<file path="config.mk">
export PLATFORM = sky130hd
export DESIGN_NAME = dma_bus_arbiter
export DESIGN_NICKNAME = d
export VERILOG_FILES = /design/src/rtl/dma_bus_arbiter.sv
export SDC_FILE = /design/constraint.sdc
export NUM_CORES = 1
export LEC_CHECK = 0
export ABC_AREA = 1
export BUFFER_PORTS_ARGS = -buffer_cell sky130_fd_sc_hd__buf_4
export CORE_AREA = 5 5 79 81
export CTS_BUF_LIST = sky130_fd_sc_hd__clkbuf_2 sky130_fd_sc_hd__clkbuf_4 sky130_fd_sc_hd__clkbuf_8
export CTS_CLUSTER_DIAMETER = 100
export DETAILED_ROUTE_END_ITERATION = 10
export DIE_AREA = 0 0 84 86
export PLACE_DENSITY_LB_ADDON = 0.2
export SLEW_MARGIN = 15
export SYNTH_ARGS = -nofsm -noshare
export SYNTH_HDL_FRONTEND = slang
export SYNTH_SLANG_ARGS = --single-unit
</file>
<file path="constraint.sdc">
create_clock -name clk -period 1.4 [get_ports clk]
set_input_delay 0.21 -clock clk [delete_from_list [all_inputs] [get_ports clk]]
set_output_delay 0.21 -clock clk [all_outputs]
set_load 0.01 [all_outputs]
</file>
<file path="src/rtl/dma_bus_arbiter.sv">
// dma_bus_arbiter
//   Arbitrates two requesters (m0, m1) onto one downstream DMA port. All
//   handshakes use the toggle protocol: a side has work pending while its
//   req differs from the matching ack. Only one downstream transaction is
//   outstanding at a time. Ties are broken round-robin.
//
// Ports
//   clk, reset                 system clock, asynchronous active-low reset
//   mN_a/mN_d/mN_rw            requester address, write data, direction (1 = read)
//   mN_req / mN_ack            requester toggle request / acknowledge
//   mN_q                       read data returned to requester N
//   mN_lock                    hold-bus request (only with DMA_ARB_LOCK_EN)
//   dma_a/dma_d/dma_rw/dma_req downstream request fields and toggle
//   dma_q / dma_ack            downstream read data and toggle acknowledge
//
// Build option
//   DMA_ARB_LOCK_EN  adds m0_lock/m1_lock; a completion with its lock high
//                    reserves the next grant for the same requester.
//
// state | meaning
// ------+----------------------------------------------------------
// SYNC  | after reset, align dma_req to dma_ack
// IDLE  | look for pending requesters, pick the winner
// ISSUE | capture the winner's fields, toggle dma_req
// WAIT  | wait for dma_ack == dma_req, return data, toggle winner ack

module dma_bus_arbiter (
    input  logic        clk,
    input  logic        reset,
    input  logic [15:0] m0_a,
    input  logic [7:0]  m0_d,
    input  logic        m0_rw,
    input  logic        m0_req,
    output logic        m0_ack,
    output logic [7:0]  m0_q,
    input  logic [15:0] m1_a,
    input  logic [7:0]  m1_d,
    input  logic        m1_rw,
    input  logic        m1_req,
    output logic        m1_ack,
    output logic [7:0]  m1_q,
`ifdef DMA_ARB_LOCK_EN
    input  logic        m0_lock,
    input  logic        m1_lock,
`endif
    output logic [15:0] dma_a,
    output logic [7:0]  dma_d,
    output logic        dma_rw,
    output logic        dma_req,
    input  logic [7:0]  dma_q,
    input  logic        dma_ack
);

    localparam logic [1:0] ST_SYNC  = 2'd0;
    localparam logic [1:0] ST_IDLE  = 2'd1;
    localparam logic [1:0] ST_ISSUE = 2'd2;
    localparam logic [1:0] ST_WAIT  = 2'd3;

    logic [1:0] state;
    logic       winner;
    logic       last_gnt;
    logic [1:0] pend;
    logic [1:0] pend_eff;
    logic       gnt_idx;

`ifdef DMA_ARB_LOCK_EN
    logic       lock_active;
    logic       lock_owner;
`endif

    // A requester that re-toggles before its ack simply cancels its own
    // pending state (req == ack again); it never queues a second request.
    assign pend = {m1_req ^ m1_ack, m0_req ^ m0_ack};

    always_comb begin
        pend_eff = pend;
`ifdef DMA_ARB_LOCK_EN
        // While locked, only the owner may be granted; the other keeps its
        // pending toggle and is served once the lock is released.
        if (lock_active) begin
            pend_eff = lock_owner ? {pend[1], 1'b0} : {1'b0, pend[0]};
        end
`endif
        gnt_idx = 1'b0;
        unique case (pend_eff)
            2'b01:   gnt_idx = 1'b0;
            2'b10:   gnt_idx = 1'b1;
            2'b11:   gnt_idx = ~last_gnt;
            default: gnt_idx = 1'b0;
        endcase
    end

    always_ff @(posedge clk or negedge reset) begin
        if (!reset) begin
            state    <= ST_SYNC;
            winner   <= 1'b0;
            last_gnt <= 1'b1;
            dma_a    <= 16'h0000;
            dma_d    <= 8'h00;
            dma_rw   <= 1'b1;
            dma_req  <= 1'b0;
            m0_ack   <= 1'b0;
            m1_ack   <= 1'b0;
            m0_q     <= 8'h00;
            m1_q     <= 8'h00;
`ifdef DMA_ARB_LOCK_EN
            lock_active <= 1'b0;
            lock_owner  <= 1'b0;
`endif
        end else begin
            unique case (state)
                ST_SYNC: begin
                    dma_req <= dma_ack;
                    state   <= ST_IDLE;
                end
                ST_IDLE: begin
                    if (|pend_eff) begin
                        winner <= gnt_idx;
                        state  <= ST_ISSUE;
                    end
                end
                ST_ISSUE: begin
                    dma_a   <= winner ? m1_a  : m0_a;
                    dma_d   <= winner ? m1_d  : m0_d;
                    dma_rw  <= winner ? m1_rw : m0_rw;
                    dma_req <= ~dma_req;
                    state   <= ST_WAIT;
                end
                ST_WAIT: begin
                    if (dma_ack == dma_req) begin
                        if (winner) begin
                            if (dma_rw) m1_q <= dma_q;
                            m1_ack <= ~m1_ack;
                        end else begin
                            if (dma_rw) m0_q <= dma_q;
                            m0_ack <= ~m0_ack;
                        end
                        last_gnt <= winner;
`ifdef DMA_ARB_LOCK_EN
                        lock_active <= winner ? m1_lock : m0_lock;
                        lock_owner  <= winner;
`endif
                        state <= ST_IDLE;
                    end
                end
                default: state <= ST_SYNC;
            endcase
        end
    end

endmodule

</file>
# --- Word-level counts from Yosys, hierarchy flattened ---
# Index checks and enable logic that the tools add are counted.
classes:
  eq_ne: 8
  n_mux: 8
  n_bitwise: 7
  n_reduce_logical: 10
ops:
  columns: ["cell", "count"]
  rows:
  - ["2-to-1 mux 16 bit", 1]
  - ["equality test 2 bit (second input constant)", 4]
  - ["2-to-1 mux 8 bit", 1]
  - ["case mux 2 bit (4 select lines)", 1]
  - ["AND reduction 4 bit", 2]
  - ["AND reduction 2 bit", 3]
  - ["AND reduction 3 bit", 2]
  - ["NOT 1 bit", 5]
  - ["2-to-1 mux 2 bit", 2]
  - ["inequality test 2 bit (second input constant)", 2]
  - ["case mux 1 bit (2 select lines)", 2]
  - ["equality test 2 x 1 -> 1 bit (second input constant)", 1]
  - ["zero test 2 bit", 1]
  - ["nonzero test 2 bit", 1]
  - ["OR reduction 2 bit", 1]
  - ["XOR 1 bit", 2]
  - ["equality test 1 bit", 1]
  - ["2-to-1 mux 1 bit", 1]
word_totals:
  reg_bits: 48
  inputBits: 63
  output_inout_bits: 44
  word_cells: 44

# --- Longest topological paths before layout ---
# Gate-level depths: netlist of the first run.
depth:
  word_depth: 4
  mapped_depth: 7
  mapped_depth_nobuf: 7

# --- Worst setup path after synthesis of the first run ---
# Ideal clock, no wire load.
synth_timing:
  path_type: "register to register"
  start: "reg state[0]"
  end: "reg dma_a[10]"
  setup_ns: 0.082
  arrival_time_ns: 1.279
  required_ns: 1.318
  path_slack_ns: 0.039
  stages_incl_launch_ff: 7
  n_path_buf: 2
  period_less_slack_ns: 1.361
  path_cell_list: "dfrtp_1 inv_1 ha_1 clkbuf_1 clkbuf_1 nor2_1 a31oi_1"
synth_between:
  elab_chain_cells: 1
synth_lines:
  columns: ["element", "line", "text"]
  rows:
  - ["start: declaration", "59", "logic [1:0] state;"]
  - ["start signal: assignment", "95", "state <= ST_SYNC;"]
  - ["start signal: assignment", "114", "state <= ST_IDLE;"]
  - ["start signal: assignment", "119", "state <= ST_ISSUE;"]
  - ["equality test 2 bit", "111", "unique case (state)"]
  - ["end signal: assignment", "123", "dma_a <= winner ? m1_a : m0_a;"]
  - ["end: declaration", "46", "output logic [15:0] dma_a,"]
# Every way passes these cells.
# A chain may end at the register's enable or synchronous reset.

# --- Worst setup path after layout of the first run ---
layout_timing:
  start: "reg state[0]"
  end: "reg dma_d[5]"
layout_between:
  elab_chain_cells: 1
layout_lines:
  columns: ["element", "line", "text"]
  rows:
  - ["equality test 2 bit", "111", null]
  - ["end signal: assignment", "124", "dma_d <= winner ? m1_d : m0_d;"]
  - ["end: declaration", "47", "output logic [7:0] dma_d,"]
# Every way passes these cells.

==> flow_summary.json, run 1 <==
{
  "outcome": "completed",
  "slowest_delay_ns": 0.44,
  "syn_area_um2": 2230,
  "yosysWarnings": 0,
  "grt_setup_unrepaired": "false",
  "worst_setup_path_end_kind": "register",
  "setup.worst_path.start_class": "register",
  "min_to": "dma_d[7]",
  "post_cts_buffers": 0,
  "cp_slowest_cell": "dfrtp_2",
  "reg2reg_depth": 5,
  "layout_min_cycle_time_ns": 1.30,
  "clk_latency_ns": 0.29,
  "port_buffers": 106,
  "relSlewSlack_pct": 60.2,
  "clk_pin_slew_ns": 0.08,
  "instances_no_fill": 439,
  "vdd_drop_max_uv": 1180,
  "antenna_left": 0,
  "fillers": 527,
  "required_ns": 1.61,
  "vias": 2054,
  "post_drt_wl_per_cell_um": 12.8,
  "synth_compound_area_share_pct": 13.7,
  "arrival_ns": 1.51,
  "power_density_nw_per_um2": 2100,
  "fin_hold_ws_ns": 0.166,
  "yosys.area.top_type_share_pct": 51.5,
  "drc": 0,
  "clockBufferDepth": 2,
  "synth_top_family_by_area": "simple AND/OR/NAND/NOR gates",
  "drt_pass1_iterations": 5,
  "synth-seq-area-share_pct": 53.9,
  "grt_pass1_wl_mm": 9.29,
  "ys_types": 20,
  "hold_start": "m0_d[7]",
  "worstReg2RegStart": "state[0]",
  "cts_root_buf": "clkbuf_8",
  "dp.cells": 431,
  "io_pins": 107,
  "nNetsFinal": 435,
  "worstSetupPathType": "register to register",
  "numClockSinks": 48,
  "hold_depth": 3,
  "diodes": 0,
  "ys_seq_elements": 48,
  "synth_area_leaders": "dfrtp_1 52%, nand2_1 15%, a31oi_1 6.7%",
  "antenna_found_initial": 0,
  "maxCapViolations": 0,
  "r2r_end": "dma_d[5]",
  "synth_top_area_cell": "dfrtp_1",
  "die_area_um2": 7220,
  "synth_fa_ha_area_share_pct": 2.80,
  "synth_fp_nets": 327,
  "die_h_um": 86,
  "ff2ff_setup_slack_ns": 0.1,
  "rows": 27,
  "syn-instance-count": 259,
  "routed_wl_mm": 5.62,
  "grt_overflow": 0,
  "grt_max_degree": 49,
  "synth_mux_area_share_pct": 0,
  "drive_above_1_share_pct": 37.9,
  "start_util_pct": 41.3,
  "skew_ns": 0.00789,
  "dp_hpwl_mm": 4.21,
  "pre_cts_slack_ns": 0.104,
  "worstMarginPinSlew_ns": 0.597,
  "register_area_um2": 1200,
  "cts_tree": "yes",
  "grt_pass1_vias": 1957,
  "crit_path_cell_trace": "inv_1 -> ha_1 -> buf_12 -> nor2_1 -> a31oi_1",
  "viasPerCell": 4.68,
  "avgSynthCellArea_um2": 8.63,
  "synthSimpleGateAreaFrac_pct": 22.0,
  "post-route-period-util_pct": 93.0,
  "final-hold-violation-count": 0,
  "first_iter_violations": 92,
  "h-tree-depth": 2,
  "die_w_um": 84,
  "max_freq_mhz": 768,
  "cts-buffers-inserted": 5,
  "worstHoldPathType": "input port to register",
  "synth_xor_area_share_pct": 1.12,
  "slew_violations": 0,
  "core_area_um2": 5410,
  "setup_tns_ns": 0,
  "path_max_fanout": 48,
  "area_delta_synth_final_pct": 44.8,
  "grtUsageTotal_pct": 15.8,
  "multi_input_area_um2": 888,
  "setup_viol": 0,
  "fin_ws_ns": 0.0979,
  "leakagePower_nw": 1.68,
  "place.gp.congestion": 0.776
}
[cell usage in the layout (no fill, tap or decap)]
master and instances:
buf_4 110, nand2_1 87, dfrtp_1 45, nor2_1 28
a31oi_1 24, inv_1 19, o21ai_2 12, nand3_1 8
clkbuf_8 5, o21ai_1 4, o21ai_0 4, ha_1 4
buf_12 3, nand3_2 2, dfstp_2 2, clkinv_1 1
xor2_1 1, xnor2_2 1, o22ai_1 1, a21oi_1 1
ha_2 1, clkbuf_4 1, clkinv_2 1, dlygate4sd3_1 1
dfrtp_2 1
[final cells by class]
class	count	share of cell area [%]
clock buffer	6	2.36
multi-input combinational	178	27.5
inverter	20	2.32
tap	72	2.78
timing repair buffer	114	27.7
sequential	48	37.2
clock inverter	1	0.155
[flip-flops by register name, summed over array words and instances, names as in the netlist]
signal,cells
winner,1
m0_ack,1
state,2
last_gnt,1
dma_a,16
m0_q,8
dma_req,1
dma_d,8
m1_q,8
m1_ack,1
dma_rw,1
[timing repair]
item | CTS | global route
hold endpoints to repair | 46 | 0
gates resized for setup | 0 | 2
hold buffers | 1 | 0
setup endpoints to repair | 0 | 5
[layer usage]
metal	part of all wire (%)	global-route usage, %	vias to the layer above
met5	0	0	-
met4	1.7	5.41	0
met3	5.6	4.61	8
met2	49	25.8	67
met1	44	20.2	931
li1	-	-	1048
[metrics by stage]
stage | instance area [um^2] | power, mW | util (%)
floorplan | 2230 | 4.44 | -
global placement | 3140 | 6.04 | 58.1
detailed placement | 3140 | 6.09 | 58.1
CTS | 3230 | 6.88 | 59.8
global route | 3240 | 7.39 | 59.9
finish | 3240 | 6.79 | 59.9
[worst max path at each step]
stage | startpoint | cells after the start | to | slack [ns]
after floorplan | state[0] | 6 | dma_a[10] | 0.04
after global placement | state[0] | 5 | dma_d[3] | 0.14
after detailed placement | state[0] | 5 | dma_d[5] | 0.10
after CTS | state[0] | 5 | dma_d[5] | 0.08
after global routing | state[0] | 5 | dma_a[10] | 0.02
final | state[0] | 5 | dma_d[5] | 0.1
[critical path, delay by kind of cell (launching register included)]
kind,cells,cell delay [ns]
buffers and inverters,2,0.32
adder cells (fa/ha/maj),1,0.21
flip-flops,1,0.44
AO/OA/AOI/OAI,1,0.16
AND/OR/NAND/NOR,1,0.08
[power by group]
part	switching (mW)	internal (mW)
combinational	1.86	1.68
sequential	0.403	2.08
clock	0.415	0.359
total	2.68	4.12
[cell families after synthesis]
| group | count (synthesis) |
|---|---|
| compound gates | 46 |
| xor+xnor | 2 |
| fa+ha+maj | 5 |
| buf+inv | 33 |
| flops | 48 |
| simple gates | 125 |
[cells in the mapped netlist (all sizes together)]
library cell / n
a21oi: 1
a31oi: 24
buf: 7
clkbuf: 6
clkinv: 1
dfrtp: 46
dfstp: 2
ha: 5
inv: 19
nand2: 87
nand3: 10
nor2: 28
o21ai: 20
o22ai: 1
xnor2: 1
xor2: 1
(Power assumes the default switching activity.)
==> inputs of run 2 (changes only) <==
PLACE_DENSITY = 0.74   (was default)
PLACE_DENSITY_LB_ADDON = default   (was 0.2)
==> flow_summary.json, run 2 (same netlist as run 1, synthesis figures left out) <==
{
  "outcome": "completed",
  "grt_overflow": 0,
  "first_iter_violations": 109,
  "pwr-share-seq_pct": 35.1,
  "vdd_drop_max_uv": 904,
  "worstSetupPathType": "register to register",
  "path_max_fanout": 42,
  "post-route-period-util_pct": 91.7,
  "rows": 27,
  "start_util_pct": 41.3,
  "worst_setup_path_end_kind": "register",
  "place.gp.congestion": 0.885,
  "area_delta_synth_final_pct": 46.1,
  "dp_hpwl_mm": 4.43,
  "fin_hold_ws_ns": 0.160,
  "setup_tns_ns": 0,
  "diodes": 0,
  "drt_pass1_iterations": 4,
  "die_h_um": 86,
  "grt_pass1_vias": 2141,
  "p_comb_share_pct": 50.8,
  "clk_pin_slew_ns": 0.09,
  "antenna_left": 0,
  "grt_pass1_wl_mm": 9.74,
  "setup_viol": 0,
  "clockBufferDepth": 2,
  "leakagePower_nw": 1.69,
  "layout_commonest_cell": "buf_4",
  "final_cell_mix": "113 x buf_4, 87 x nand2_1, 46 x dfrtp_1",
  "clk_latency_ns": 0.30,
  "cts-buffers-inserted": 5,
  "required_ns": 1.62,
  "relSlewSlack_pct": 60.0,
  "routed_wl_mm": 5.89,
  "layout_min_cycle_time_ns": 1.28,
  "vias": 2124,
  "drive_above_1_share_pct": 38.5,
  "arrival_ns": 1.50,
  "antenna_found_initial": 0,
  "cts_root_buf": "clkbuf_8",
  "final-hold-violation-count": 0,
  "worstMarginPinSlew_ns": 0.600,
  "largest-register": "dma_a",
  "port_buffers": 106,
  "grt_setup_unrepaired": "false",
  "p_clk_share_pct": 14.1,
  "post_drt_wl_per_cell_um": 13.4,
  "drc": 0,
  "grtUsageTotal_pct": 16.5,
  "design_area_um2": 3260,
  "slew_violations": 0,
  "core_area_um2": 5410,
  "internal-power_mw": 4.30,
  "die_w_um": 84,
  "io_pins": 107,
  "die_area_um2": 7220,
  "largest_reg_flops": 16,
  "placed_area_um2": 3130,
  "maxCapViolations": 0,
  "cts_tree": "yes",
  "skew_ns": 0.00642,
  "power_switching_mw": 2.78,
  "nNetsFinal": 436,
  "h-tree-depth": 2,
  "setup.worst_path.start_class": "register",
  "max_freq_mhz": 779,
  "grt_max_degree": 49,
  "power_density_nw_per_um2": 2170,
  "worstHoldPathType": "input port to register",
  "numClockSinks": 48,
  "p_sw_share_pct": 39.3,
  "p_total_mw": 7.09,
  "viasPerCell": 4.82
}
[run 2: through the flow]
stage                     setup WS, ns  cells  util [%]
after floorplan                 0.0387    259         -
after global placement          0.0603    432      57.8
after detailed placement        0.0102    432      57.8
after CTS                       0.0768    441      60.2
after global routing            0.0384    441      60.4
final                            0.117    441      60.4
[run 2: layout make-up]
class | instances | area, um^2
Sequential cell | 48 | 1200
Timing Repair Buffer | 115 | 878
Fill cell | 493 | 2140
Inverter | 20 | 75.1
Multi-Input combinational cell | 178 | 906
Clock inverter | 2 | 35.0
Tap cell | 72 | 90.1
Clock buffer | 6 | 76.3
[run 2: worst paths after layout]
check | from | end | slack [ns] | cells past startpoint
worst max-delay path | state[0] | dma_d[5] | 0.12 | 5
worst min-delay path | m0_d[0] | dma_d[0] | 0.16 | 3
worst max register to register | state[0] | dma_d[5] | 0.12 | 5
worst min register to register | m0_q[1] | m0_q[1] | 0.49 | 2
max in group asynchronous | reset | dma_d[1] | 0.53 | 2
min in group asynchronous | reset | m0_q[2] | 0.47 | 2
[run 2: power by group through the flow]
stage / combinational (mW) / sequential (mW) / clock [mW]
2_1_floorplan: 1.69 / 2.75 / 0
3_3_place_gp: 3.51 / 2.48 / 0
3_5_place_dp: 3.61 / 2.51 / 0
4_1_cts: 3.64 / 2.48 / 1.04
5_1_grt: 4.01 / 2.58 / 1.09
6_report: 3.60 / 2.49 / 1.00
[run 2: per-layer routing]
layer / up-vias / global-route usage, % / share of wire, %
li1: 1050 / - / -
met1: 987 / 18.7 / 40
met2: 76 / 29.7 / 52
met3: 11 / 3.46 / 5.7
met4: 0 / 7.46 / 2.4
met5: - / 0 / 0
[run 2: critical path, stage by stage, from the launching register on]
cell and delay [ns]:
dfrtp_1 0.44, inv_1 0.11, ha_2 0.21, buf_12 0.21, nor2_1 0.08, a31oi_1 0.15
[run 2: timing repair]
| action | CTS | global route |
|---|---|---|
| setup buffers | 0 | 0 |
| gates resized for setup | 1 | 2 |
| hold buffers | 1 | 0 |
| endpoints found under the setup margin | 1 | 8 |
| hold endpoints to repair | 46 | 0 |
